<file path="src/rtl/mem_read_port_pkg.sv">
// Shared definitions for the buffered memory read port.
//   RSP_DEPTH_DEF : default number of response FIFO entries
//   RSP_CNT_W     : count width for the default FIFO depth
//   count_width() : bits needed to hold an occupancy of 0..depth
//   ptr_inc()     : circular pointer increment for any (non power-of-two) depth
package mem_read_port_pkg;

  localparam int unsigned RSP_DEPTH_DEF = 3;
  localparam int unsigned RSP_CNT_W     = $clog2(RSP_DEPTH_DEF + 1);

  function automatic int unsigned count_width(input int unsigned depth);
    return $clog2(depth + 1);
  endfunction

  // Wraps to 0 after depth-1, so the FIFO depth need not be a power of two.
  function automatic int unsigned ptr_inc(input int unsigned ptr, input int unsigned depth);
    return (ptr + 1 >= depth) ? 0 : ptr + 1;
  endfunction

endpackage

</file>
<file path="src/rtl/mem_read_port_if.sv">
// Bus bundle for mem_read_port: masked write port, read request channel and
// read response channel.
//   master : drives writes, requests and response-ready (the consumer side)
//   slave  : the memory block itself
interface mem_read_port_if #(
  parameter int unsigned WIDTH  = 8,
  parameter int unsigned ADDR_W = 2
);
  logic              wr_en;
  logic [ADDR_W-1:0] wr_addr;
  logic [WIDTH-1:0]  wr_data;
  logic [WIDTH-1:0]  wr_mask;
  logic              rd_req_valid;
  logic              rd_req_ready;
  logic [ADDR_W-1:0] rd_req_addr;
  logic              rd_rsp_valid;
  logic              rd_rsp_ready;
  logic [WIDTH-1:0]  rd_rsp_data;
  logic              rd_busy;

  modport master (
    output wr_en, wr_addr, wr_data, wr_mask,
    output rd_req_valid, rd_req_addr, rd_rsp_ready,
    input  rd_req_ready, rd_rsp_valid, rd_rsp_data, rd_busy
  );

  modport slave (
    input  wr_en, wr_addr, wr_data, wr_mask,
    input  rd_req_valid, rd_req_addr, rd_rsp_ready,
    output rd_req_ready, rd_rsp_valid, rd_rsp_data, rd_busy
  );
endinterface

</file>
<file path="src/rtl/mem_read_port_fifo.sv">
// Synchronous circular-buffer FIFO holding read responses.
//   clk, rst   : clock, asynchronous active-low reset (pointers/count/head)
//   push/push_data : write one entry at the tail
//   pop        : remove the head entry (only while valid)
//   count      : current occupancy 0..RSP_DEPTH
//   valid/data : head entry present / registered copy of the head entry
module mem_read_port_fifo
  import mem_read_port_pkg::*;
#(
  parameter int unsigned WIDTH     = 8,
  parameter int unsigned RSP_DEPTH = RSP_DEPTH_DEF,
  localparam int unsigned CNT_W    = count_width(RSP_DEPTH),
  localparam int unsigned PTR_W    = $clog2(RSP_DEPTH)
) (
  input  logic             clk,
  input  logic             rst,
  input  logic             push,
  input  logic [WIDTH-1:0] push_data,
  input  logic             pop,
  output logic [CNT_W-1:0] count,
  output logic             valid,
  output logic [WIDTH-1:0] data
);

  logic [WIDTH-1:0] store_q [RSP_DEPTH];
  logic [PTR_W-1:0] wr_ptr_q, wr_ptr_d;
  logic [PTR_W-1:0] rd_ptr_q, rd_ptr_d, rd_ptr_inc;
  logic [CNT_W-1:0] count_q, count_d;
  logic [WIDTH-1:0] head_q, head_d;

  always_comb begin
    // NOTE: every always_comb output gets a default first so no path leaves it unassigned (no latch).
    rd_ptr_inc = PTR_W'(ptr_inc(32'(rd_ptr_q), RSP_DEPTH));
    wr_ptr_d   = push ? PTR_W'(ptr_inc(32'(wr_ptr_q), RSP_DEPTH)) : wr_ptr_q;
    rd_ptr_d   = pop ? rd_ptr_inc : rd_ptr_q;
    count_d    = count_q;
    head_d     = head_q;

    unique case ({push, pop})
      2'b10:   count_d = count_q + CNT_W'(1);
      2'b01:   count_d = count_q - CNT_W'(1);
      default: count_d = count_q;
    endcase

    // The head register tracks whatever entry will sit at the read pointer
    // next cycle; when the FIFO drains it simply holds its last value.
    if (pop) begin
      if (count_q > CNT_W'(1))  head_d = store_q[rd_ptr_inc];
      else if (push)            head_d = push_data;
    end else if (count_q == '0 && push) begin
      head_d = push_data;
    end
  end

  // NOTE: storage is deliberately not reset; only pointers, count and head need a known state.
  always_ff @(posedge clk) begin
    if (push) store_q[wr_ptr_q] <= push_data;
  end

  always_ff @(posedge clk or negedge rst) begin
    // NOTE: sequential state uses non-blocking assignments so all flops update together.
    if (!rst) begin
      wr_ptr_q <= '0;
      rd_ptr_q <= '0;
      count_q  <= '0;
      head_q   <= '0;
    end else begin
      wr_ptr_q <= wr_ptr_d;
      rd_ptr_q <= rd_ptr_d;
      count_q  <= count_d;
      head_q   <= head_d;
    end
  end

  assign count = count_q;
  assign valid = (count_q != '0);
  assign data  = head_q;

  // The upstream acceptance rule must never let a push land on a full FIFO.
  a_no_overflow: assert property (@(posedge clk) disable iff (!rst)
    !(push && count_q == CNT_W'(RSP_DEPTH)));

endmodule

</file>
<file path="src/rtl/mem_read_port.sv">
// DEPTH x WIDTH memory with a masked registered write port and a buffered
// valid/ready read port.
//   clk, rst : clock, asynchronous active-low reset (read path only)
//   bus      : mem_read_port_if.slave -- wr_en/addr/data/mask write port,
//              rd_req_* request channel, rd_rsp_* response channel, rd_busy
// A read accepted in cycle T samples the array in T (read-before-write),
// is in flight during T+1 and enters the response FIFO at the end of T+1.
module mem_read_port
  import mem_read_port_pkg::*;
#(
  parameter int unsigned WIDTH     = 8,
  parameter int unsigned DEPTH     = 4,
  parameter int unsigned RSP_DEPTH = RSP_DEPTH_DEF,
  localparam int unsigned ADDR_W   = $clog2(DEPTH),
  localparam int unsigned CNT_W    = count_width(RSP_DEPTH)
) (
  input  logic           clk,
  input  logic           rst,
  mem_read_port_if.slave bus
);

  logic [WIDTH-1:0] mem_q [DEPTH];
  logic [WIDTH-1:0] wr_word_d;
  logic             inflight_q, inflight_d;
  logic [WIDTH-1:0] rd_word_q, rd_word_d;
  logic             req_ready;
  logic             req_fire;
  logic             rsp_pop;
  logic             rsp_valid;
  logic [WIDTH-1:0] rsp_data;
  logic [CNT_W-1:0] fifo_count;
  logic [CNT_W:0]   occupancy;

  always_comb begin
    wr_word_d  = (mem_q[bus.wr_addr] & ~bus.wr_mask) | (bus.wr_data & bus.wr_mask);
    // Reserve a FIFO slot for the in-flight read so the push can never overflow;
    // only registered state feeds this, never rd_rsp_ready.
    occupancy  = (CNT_W+1)'(fifo_count) + (CNT_W+1)'(inflight_q);
    req_ready  = occupancy < (CNT_W+1)'(RSP_DEPTH);
    req_fire   = bus.rd_req_valid & req_ready;
    inflight_d = req_fire;
    rd_word_d  = req_fire ? mem_q[bus.rd_req_addr] : rd_word_q;
    rsp_pop    = rsp_valid & bus.rd_rsp_ready;
  end

  always_ff @(posedge clk) begin
    if (bus.wr_en) mem_q[bus.wr_addr] <= wr_word_d;
  end

  always_ff @(posedge clk or negedge rst) begin
    if (!rst) begin
      inflight_q <= 1'b0;
      rd_word_q  <= '0;
    end else begin
      inflight_q <= inflight_d;
      rd_word_q  <= rd_word_d;
    end
  end

  mem_read_port_fifo #(
    .WIDTH     (WIDTH),
    .RSP_DEPTH (RSP_DEPTH)
  ) u_fifo (
    .clk       (clk),
    .rst       (rst),
    .push      (inflight_q),
    .push_data (rd_word_q),
    .pop       (rsp_pop),
    .count     (fifo_count),
    .valid     (rsp_valid),
    .data      (rsp_data)
  );

  assign bus.rd_req_ready = req_ready;
  assign bus.rd_rsp_valid = rsp_valid;
  assign bus.rd_rsp_data  = rsp_data;
  assign bus.rd_busy      = inflight_q | (fifo_count != '0);

endmodule
</file>
<file path="src/flat_wrapper.sv">
// flat-port wrapper written by rule: the top's interface ports become plain ports
module mem_read_port_flat import mem_read_port_pkg::*;
#(
  parameter int unsigned WIDTH     = 8,
  parameter int unsigned DEPTH     = 4,
  parameter int unsigned RSP_DEPTH = RSP_DEPTH_DEF,
  localparam int unsigned ADDR_W   = $clog2(DEPTH),
  localparam int unsigned CNT_W    = count_width(RSP_DEPTH)
)
  (clk, rst, bus_wr_en, bus_wr_addr, bus_wr_data, bus_wr_mask, bus_rd_req_valid, bus_rd_req_addr, bus_rd_rsp_ready, bus_rd_req_ready, bus_rd_rsp_valid, bus_rd_rsp_data, bus_rd_busy);
  mem_read_port_if #(.WIDTH(WIDTH)) bus_i ();
  input  logic clk;
  input  logic rst;
  input wire logic [$bits(bus_i.wr_en)-1:0] bus_wr_en;
  input wire logic [$bits(bus_i.wr_addr)-1:0] bus_wr_addr;
  input wire logic [$bits(bus_i.wr_data)-1:0] bus_wr_data;
  input wire logic [$bits(bus_i.wr_mask)-1:0] bus_wr_mask;
  input wire logic [$bits(bus_i.rd_req_valid)-1:0] bus_rd_req_valid;
  input wire logic [$bits(bus_i.rd_req_addr)-1:0] bus_rd_req_addr;
  input wire logic [$bits(bus_i.rd_rsp_ready)-1:0] bus_rd_rsp_ready;
  output wire logic [$bits(bus_i.rd_req_ready)-1:0] bus_rd_req_ready;
  output wire logic [$bits(bus_i.rd_rsp_valid)-1:0] bus_rd_rsp_valid;
  output wire logic [$bits(bus_i.rd_rsp_data)-1:0] bus_rd_rsp_data;
  output wire logic [$bits(bus_i.rd_busy)-1:0] bus_rd_busy;
  assign bus_i.wr_en = bus_wr_en;
  assign bus_i.wr_addr = bus_wr_addr;
  assign bus_i.wr_data = bus_wr_data;
  assign bus_i.wr_mask = bus_wr_mask;
  assign bus_i.rd_req_valid = bus_rd_req_valid;
  assign bus_i.rd_req_addr = bus_rd_req_addr;
  assign bus_i.rd_rsp_ready = bus_rd_rsp_ready;
  assign bus_rd_req_ready = bus_i.rd_req_ready;
  assign bus_rd_rsp_valid = bus_i.rd_rsp_valid;
  assign bus_rd_rsp_data = bus_i.rd_rsp_data;
  assign bus_rd_busy = bus_i.rd_busy;
  mem_read_port #(.WIDTH(WIDTH), .DEPTH(DEPTH), .RSP_DEPTH(RSP_DEPTH)) u_core (.clk(clk), .rst(rst), .bus(bus_i));
endmodule
</file>
<file path="config.mk">
export PLATFORM = sky130hd
export DESIGN_NAME = mem_read_port_flat
export DESIGN_NICKNAME = d
export VERILOG_FILES = /design/src/rtl/mem_read_port_pkg.sv /design/src/rtl/mem_read_port_if.sv /design/src/rtl/mem_read_port_fifo.sv /design/src/rtl/mem_read_port.sv /design/src/flat_wrapper.sv
export SDC_FILE = /design/constraint.sdc
export NUM_CORES = 1
export LEC_CHECK = 0
export BUFFER_PORTS_ARGS = -buffer_cell sky130_fd_sc_hd__clkbuf_2
export CAP_MARGIN = 30
export CORE_MARGIN = 10
export CORE_UTILIZATION = 60
export CTS_CLUSTER_DIAMETER = 80
export DETAILED_ROUTE_END_ITERATION = 10
export GPL_TIMING_DRIVEN = 0
export PLACE_DENSITY = 0.77
export SYNTH_ARGS = -nofsm -noshare
export SYNTH_HDL_FRONTEND = slang
export SYNTH_SLANG_ARGS = --single-unit
</file>
<file path="constraint.sdc">
create_clock -name clk -period 3.4 [get_ports clk]
set_input_delay 0 -clock clk [delete_from_list [all_inputs] [get_ports clk]]
set_output_delay 0 -clock clk [all_outputs]
set_load 0.01 [all_outputs]
</file>
# Yosys cells after proc, flatten, opt, wreduce, memory -nomap -nowiden
# Memories as Yosys holds them, arrays and structs flattened. A register that Yosys moved wholly into a read port is not among the register bits.
# Index checks and enable logic that the tools add are counted.
[classes] reduce_logical=7 order_cmp=4 n_bitwise=7 muxes=11 n_eq_ne=3 add_sub_neg=5
[ops] op="$mux W8" count=4
[ops] op="$and A8 B8 Y8" count=2
[ops] op="$not A8 Y8" count=1
[ops] op="$or A8 B8 Y8" count=1
[ops] op="$add A2 B1 Y3 const B" count=2
[ops] op="$ge A3 B2 Y1 const B" count=2
[ops] op="$reduce_bool A2 Y1" count=3
[ops] op="$mux W1" count=4
[ops] op="$mux W2" count=2
[ops] op="$pmux W2 S2" count=1
[ops] op="$add A2 B1 Y3" count=1
[ops] op="$lt A3 B2 Y1 const B" count=1
[ops] op="$ne A3 B1 Y1 const B" count=1
[ops] op="$add A2 B1 Y2 const B" count=1
[ops] op="$and A1 B1 Y1" count=2
[ops] op="$eq A2 B1 Y1 const B" count=1
[ops] op="$eq A2 B2 Y1 const B" count=1
[ops] op="$gt A2 B1 Y1 const B" count=1
[ops] op="$logic_not A2 Y1" count=1
[ops] op="$reduce_and A2 Y1" count=1
[ops] op="$sub A2 B1 Y2 const B" count=1
[ops] op="$logic_and A1 B1 Y1" count=1
[ops] op="$logic_not A1 Y1" count=1
[ops] op="$or A1 B1 Y1" count=1
[totals] memories=2 output_inout_bits=11 elab_cells=44 register_bits=15 ramBits=56 input_bits=25
[memory_table] name="u_core.mem_q" words=4 word_bits=8 rd=2 rd_clocked_by_memory_dff=1 wr=1 line_no="mem_read_port.sv:22" source="logic [WIDTH-1:0] mem_q [DEPTH];"
[memory_table] name="u_core.u_fifo.store_q" words=3 word_bits=8 rd=1 rd_clocked_by_memory_dff=0 wr=1 line_no="mem_read_port_fifo.sv:25" source="logic [WIDTH-1:0] store_q [RSP_DEPTH];"

# Logic depth before layout (Yosys ltp)
# An unclocked memory read counts as a cell.
[logic_depth] word_depth=6 ltp_mapped=6 mapped_depth_nobuf=5

# Cells and area by module
# From an unflattened synthesis, not the netlist that was laid out.
[hier_totals] hier_cells=199 area_unflattened_um2=3515.9
[by_module_without_submodules] module="mem_read_port" area_each_um2=1861.8 cells_per_inst=89 seq_area_each_um2=1186.1 n_inst=1
[by_module_without_submodules] module="mem_read_port_fifo" area_each_um2=1654.1 cells_per_inst=110 seq_area_each_um2=1071.0 n_inst=1

# Least setup slack after synthesis
# OpenSTA, ideal clock, no wires.
[synth_path] path_kind="register to register" from="reg u_core.inflight_q" to="mem u_core.u_fifo.store_q[2][0] (enable)" stages_incl_launch_ff=4 synth_period_minus_slack_ns=1.831 arrival_ns=1.445 setup_time_ns=0.385 path_buffers=1 path_slack_ns=1.569 t_required_ns=3.015 cell_sequence="dfrtp_1 -> inv_1 -> clkbuf_1 -> nor3b_1"
[synth_via] elab_chain_cells=2
[synth_rtl] item="start, declared" line_no="mem_read_port.sv:24" source="logic inflight_q, inflight_d;"
[synth_rtl] item="start signal, assigned" line_no="mem_read_port.sv:55" source="inflight_q <= inflight_d;"
[synth_rtl] item="$mux W1" line_no="mem_read_port_fifo.sv:57" source="if (push) store_q[wr_ptr_q] <= push_data;"
[synth_rtl] item="$mux W1 (not written as such)" line_no="mem_read_port_fifo.sv:57"
[synth_rtl] item="end, declared" line_no="mem_read_port_fifo.sv:25"
# No other way between the ends.

# Final worst setup path
[layout_path] from="reg u_core.inflight_q" to="mem u_core.u_fifo.store_q[2][4] (enable)"
# Same word-level chain as after synthesis.

==> metrics.md <==
| Metric | Value |
|---|---|
| CTS tree | yes |
| Max-slew violation count | 0 |
| Vias post-DR | 1985 |
| VDD IR max | 0.477 mV |
| Cells after synthesis | 203 |
| Clock Skew | 9.43 ps |
| Iter 0 DRT Violations | 85 |
| Max-cap violation count | 0 |
| Overall Power | 3320 uW |
| PD cells | 812 mW/mm^2 |
| Worst-skew pair later-pin latency | 350 ps |
| Antenna-violating nets left | 0 |
| Initial antenna violation count | 0 |
| Mean Syn Cell Area | 17.4 sq um |
| Most frequent cells in the layout | 56 x edfxtp_1, 33 x clkbuf_2, 24 x mux2_2, 23 x dfrtp_1, 16 x mux4_2 |
| Clk root buf | clkbuf_8 |
| Placer Congestion | 0.761 |
| Share of cells above drive strength 1 | 37.3% |
| Mapped Nets | 233 |
| Sink Count | 79 |
| Starting Density | 62.9% |
| Most common cell after layout, fill and taps aside | edfxtp_1 |
| Worst Max-Slew Pin Slew | 866 ps |
| Fill count | 373 |
| Post-route minimum period | 2080 ps |
| Peak Freq | 480 MHz |
| Routed WL per cell | 20.1 um |
| Final Hold Vio Count | 0 |
| Required @ worst endpoint | 3460 ps |
| Number of global-route vias before repair | 2168 |
| Post-detail-place hpwl | 4.74 mm |
| First-pass DRT Iterations | 4 |
| Tot GR Track Use | 14.7% |
| DIE HEIGHT | 96.7 um |
| Slew HR | 42.1% |
| First-pass GRT wire length | 11.2 mm |
| Die area | 0.00934 sq mm |
| #FFs+latches synth | 79 |
| Arr. time, crit path | 2140 ps |
| Die Width | 96.7 um |
| CTS Buffer Depth | 2 |
| CTS resizes | 0 |
| Cells on worst reg2reg path | 4 |
| Synth-to-Final Area Change | 15.9% |
| Setup crit start kind | register |
| Critical path class | register to register |
| Drt total wl | 6.69 mm |
| Library cells used by synthesis | 34 |
| # diodes | 0 |
| Cts bufs inserted | 9 |
| Total congestion overflow | 0 |
| Hold Path Depth | 2 |
| Layout Utilization | 72.8% |
| Vias per cell | 5.98 |
| Mapped Area | 0.00353 sq mm |
| PortBufs | 33 |
| H-tree depth | 3 |
| Crit Path Max Fanout | 10 |
| Hold/Removal Path Class | input port to register |
| TNS Setup | 0 ps |
| Crit share post-route | 61.3% |
| Worst-path clk slew | 80 ps |
| I/O Pins | 36 |
| CP endpoint kind | register |
| Placeable Area | 0.00561 sq mm |
| Status | complete, no violations |
| Sequential Area | 0.00226 sq mm |
| Pleak | 0.00153 uW |
| Unrepaired setup endpoints after global routing | false |
| Yosys Warn Count | 0 |
| Sequential share of the synthesized area | 64.0% |
| Post-route DRC | 0 |
| Largest net degree at the start of global routing | 24 |
| Number of nets in the layout | 285 |
| Std cell rows | 27 |
| Setup Viol. Count Final | 0 |
| Multi-input logic area | 0.00117 sq mm |
[layer usage]
layer	up-vias	part of all wire (%)	GRT usage (%)
met3	10	4.6	3.48
met5	-	0	0
met4	0	1.7	7.67
met1	1003	41	16.8
li1	918	-	-
met2	54	53	25.1
[critical path, stage by stage, from the launching register on]
cell and delay [ps]:
dfrtp_1 460, inv_1 170, clkbuf_1 270, nor3b_1 600, buf_2 300
[flip-flops by register name, indices dropped and copies added (netlist names)]
signal and flops:
u_core.u_fifo.data 8, u_core.u_fifo.rd_ptr_q 2, u_core.u_fifo.count 2, u_core.mem_q 32
u_core.inflight_q 1, u_core.u_fifo.store_q 24, u_core.u_fifo.wr_ptr_q 2, u_core.rd_word_q 8
[report_power, final]
group	switching [uW]	internal (uW)	leakage [uW]
combinational	499	504	0.000637
sequential	170	1320	0.000782
clock	335	485	0.000110
total	1010	2310	0.00153
[repair_timing]
action,in CTS,in global routing
endpoints found under the hold margin,36,0
buffers inserted,0,0
hold buffers,5,0
[cell type report]
cell class              count  area share, %
well taps                  72           2.21
clock inverters             6           2.66
flip-flops and latches     79           55.3
repair buffers             41           5.70
multi-input cells         107           28.7
plain buffers              11           1.78
inverters                   6          0.551
clock buffers              10           3.12
[final timing paths]
path / startpoint / to / slack (ps)
hold / removal: bus_wr_data[0] / u_core.mem_q[2][0]$_DFFE_PP_ / 20
setup reg to reg: u_core.inflight_q$_DFF_PN0_ / u_core.u_fifo.store_q[2][4]$_DFFE_PP_ / 1320
setup / recovery: u_core.inflight_q$_DFF_PN0_ / u_core.u_fifo.store_q[2][4]$_DFFE_PP_ / 1320
min in group asynchronous: rst / u_core.rd_word_q[7]$_DFFE_PN0P_ / 190
max in group asynchronous: rst / u_core.u_fifo.data[4]$_DFFE_PN0P_ / 2820
hold reg to reg: u_core.rd_word_q[3]$_DFFE_PN0P_ / u_core.u_fifo.store_q[1][3]$_DFFE_PP_ / 530
[per-stage QoR]
stage / worst slack, ps / cell area (sq um) / cells / hold WS [ps]
6_report: 1320 / 4090 / 332 / 16.3
5_1_grt: 1200 / 4090 / 332 / 12.2
4_1_cts: 1280 / 4090 / 332 / 4.96
3_5_place_dp: 1320 / 3800 / 311 / 35.6
3_3_place_gp: 992 / 3780 / 308 / 23.3
2_1_floorplan: 1570 / 3530 / 203 / -296
[cell families (layout without fill, tap and decap cells)]
logic type	Yosys count	count (layout)	synth area share [%]
buffers and inverters	17	74	2.70
AOI/OAI and AO/OA	29	29	6.85
xor gates and xnor gates	3	3	0.745
and+or+nand+nor	26	26	4.90
DFF	79	79	64.0
adders and majority gates	5	5	1.77
muxes	44	44	19.0
[cell usage after synthesis]
library cell / n / area, sq um
and3_1: 1 / 6.26
nand2_1: 4 / 15.0
clkdlybuf4s25_2: 1 / 10.0
a21oi_1: 1 / 5.00
edfxtp_1: 56 / 1680
xnor2_1: 3 / 26.3
o211ai_1: 8 / 60.1
nand2b_1: 2 / 12.5
nor2_1: 3 / 11.3
buf_6: 1 / 11.3
and4bb_1: 1 / 12.5
a21oi_4: 1 / 16.3
a21o_1: 2 / 15.0
dfrtp_1: 23 / 576
and3b_1: 1 / 8.76
nand4bb_1: 1 / 11.3
buf_4: 1 / 7.51
buf_1: 2 / 7.51
mux2i_1: 4 / 40.0
clkbuf_1: 3 / 11.3
buf_8: 1 / 15.0
a2bb2oi_1: 8 / 70.1
a221oi_1: 8 / 70.1
inv_1: 6 / 22.5
mux2_2: 24 / 270
o21ai_1: 1 / 5.00
or2b_1: 8 / 60.1
nor2b_1: 1 / 6.26
mux4_2: 16 / 360
buf_2: 2 / 10.0
ha_1: 5 / 62.6
nor3_1: 1 / 5.00
nor3b_1: 2 / 15.0
or3b_1: 1 / 8.76
No activity file was read; power rests on OpenSTA's default activity.
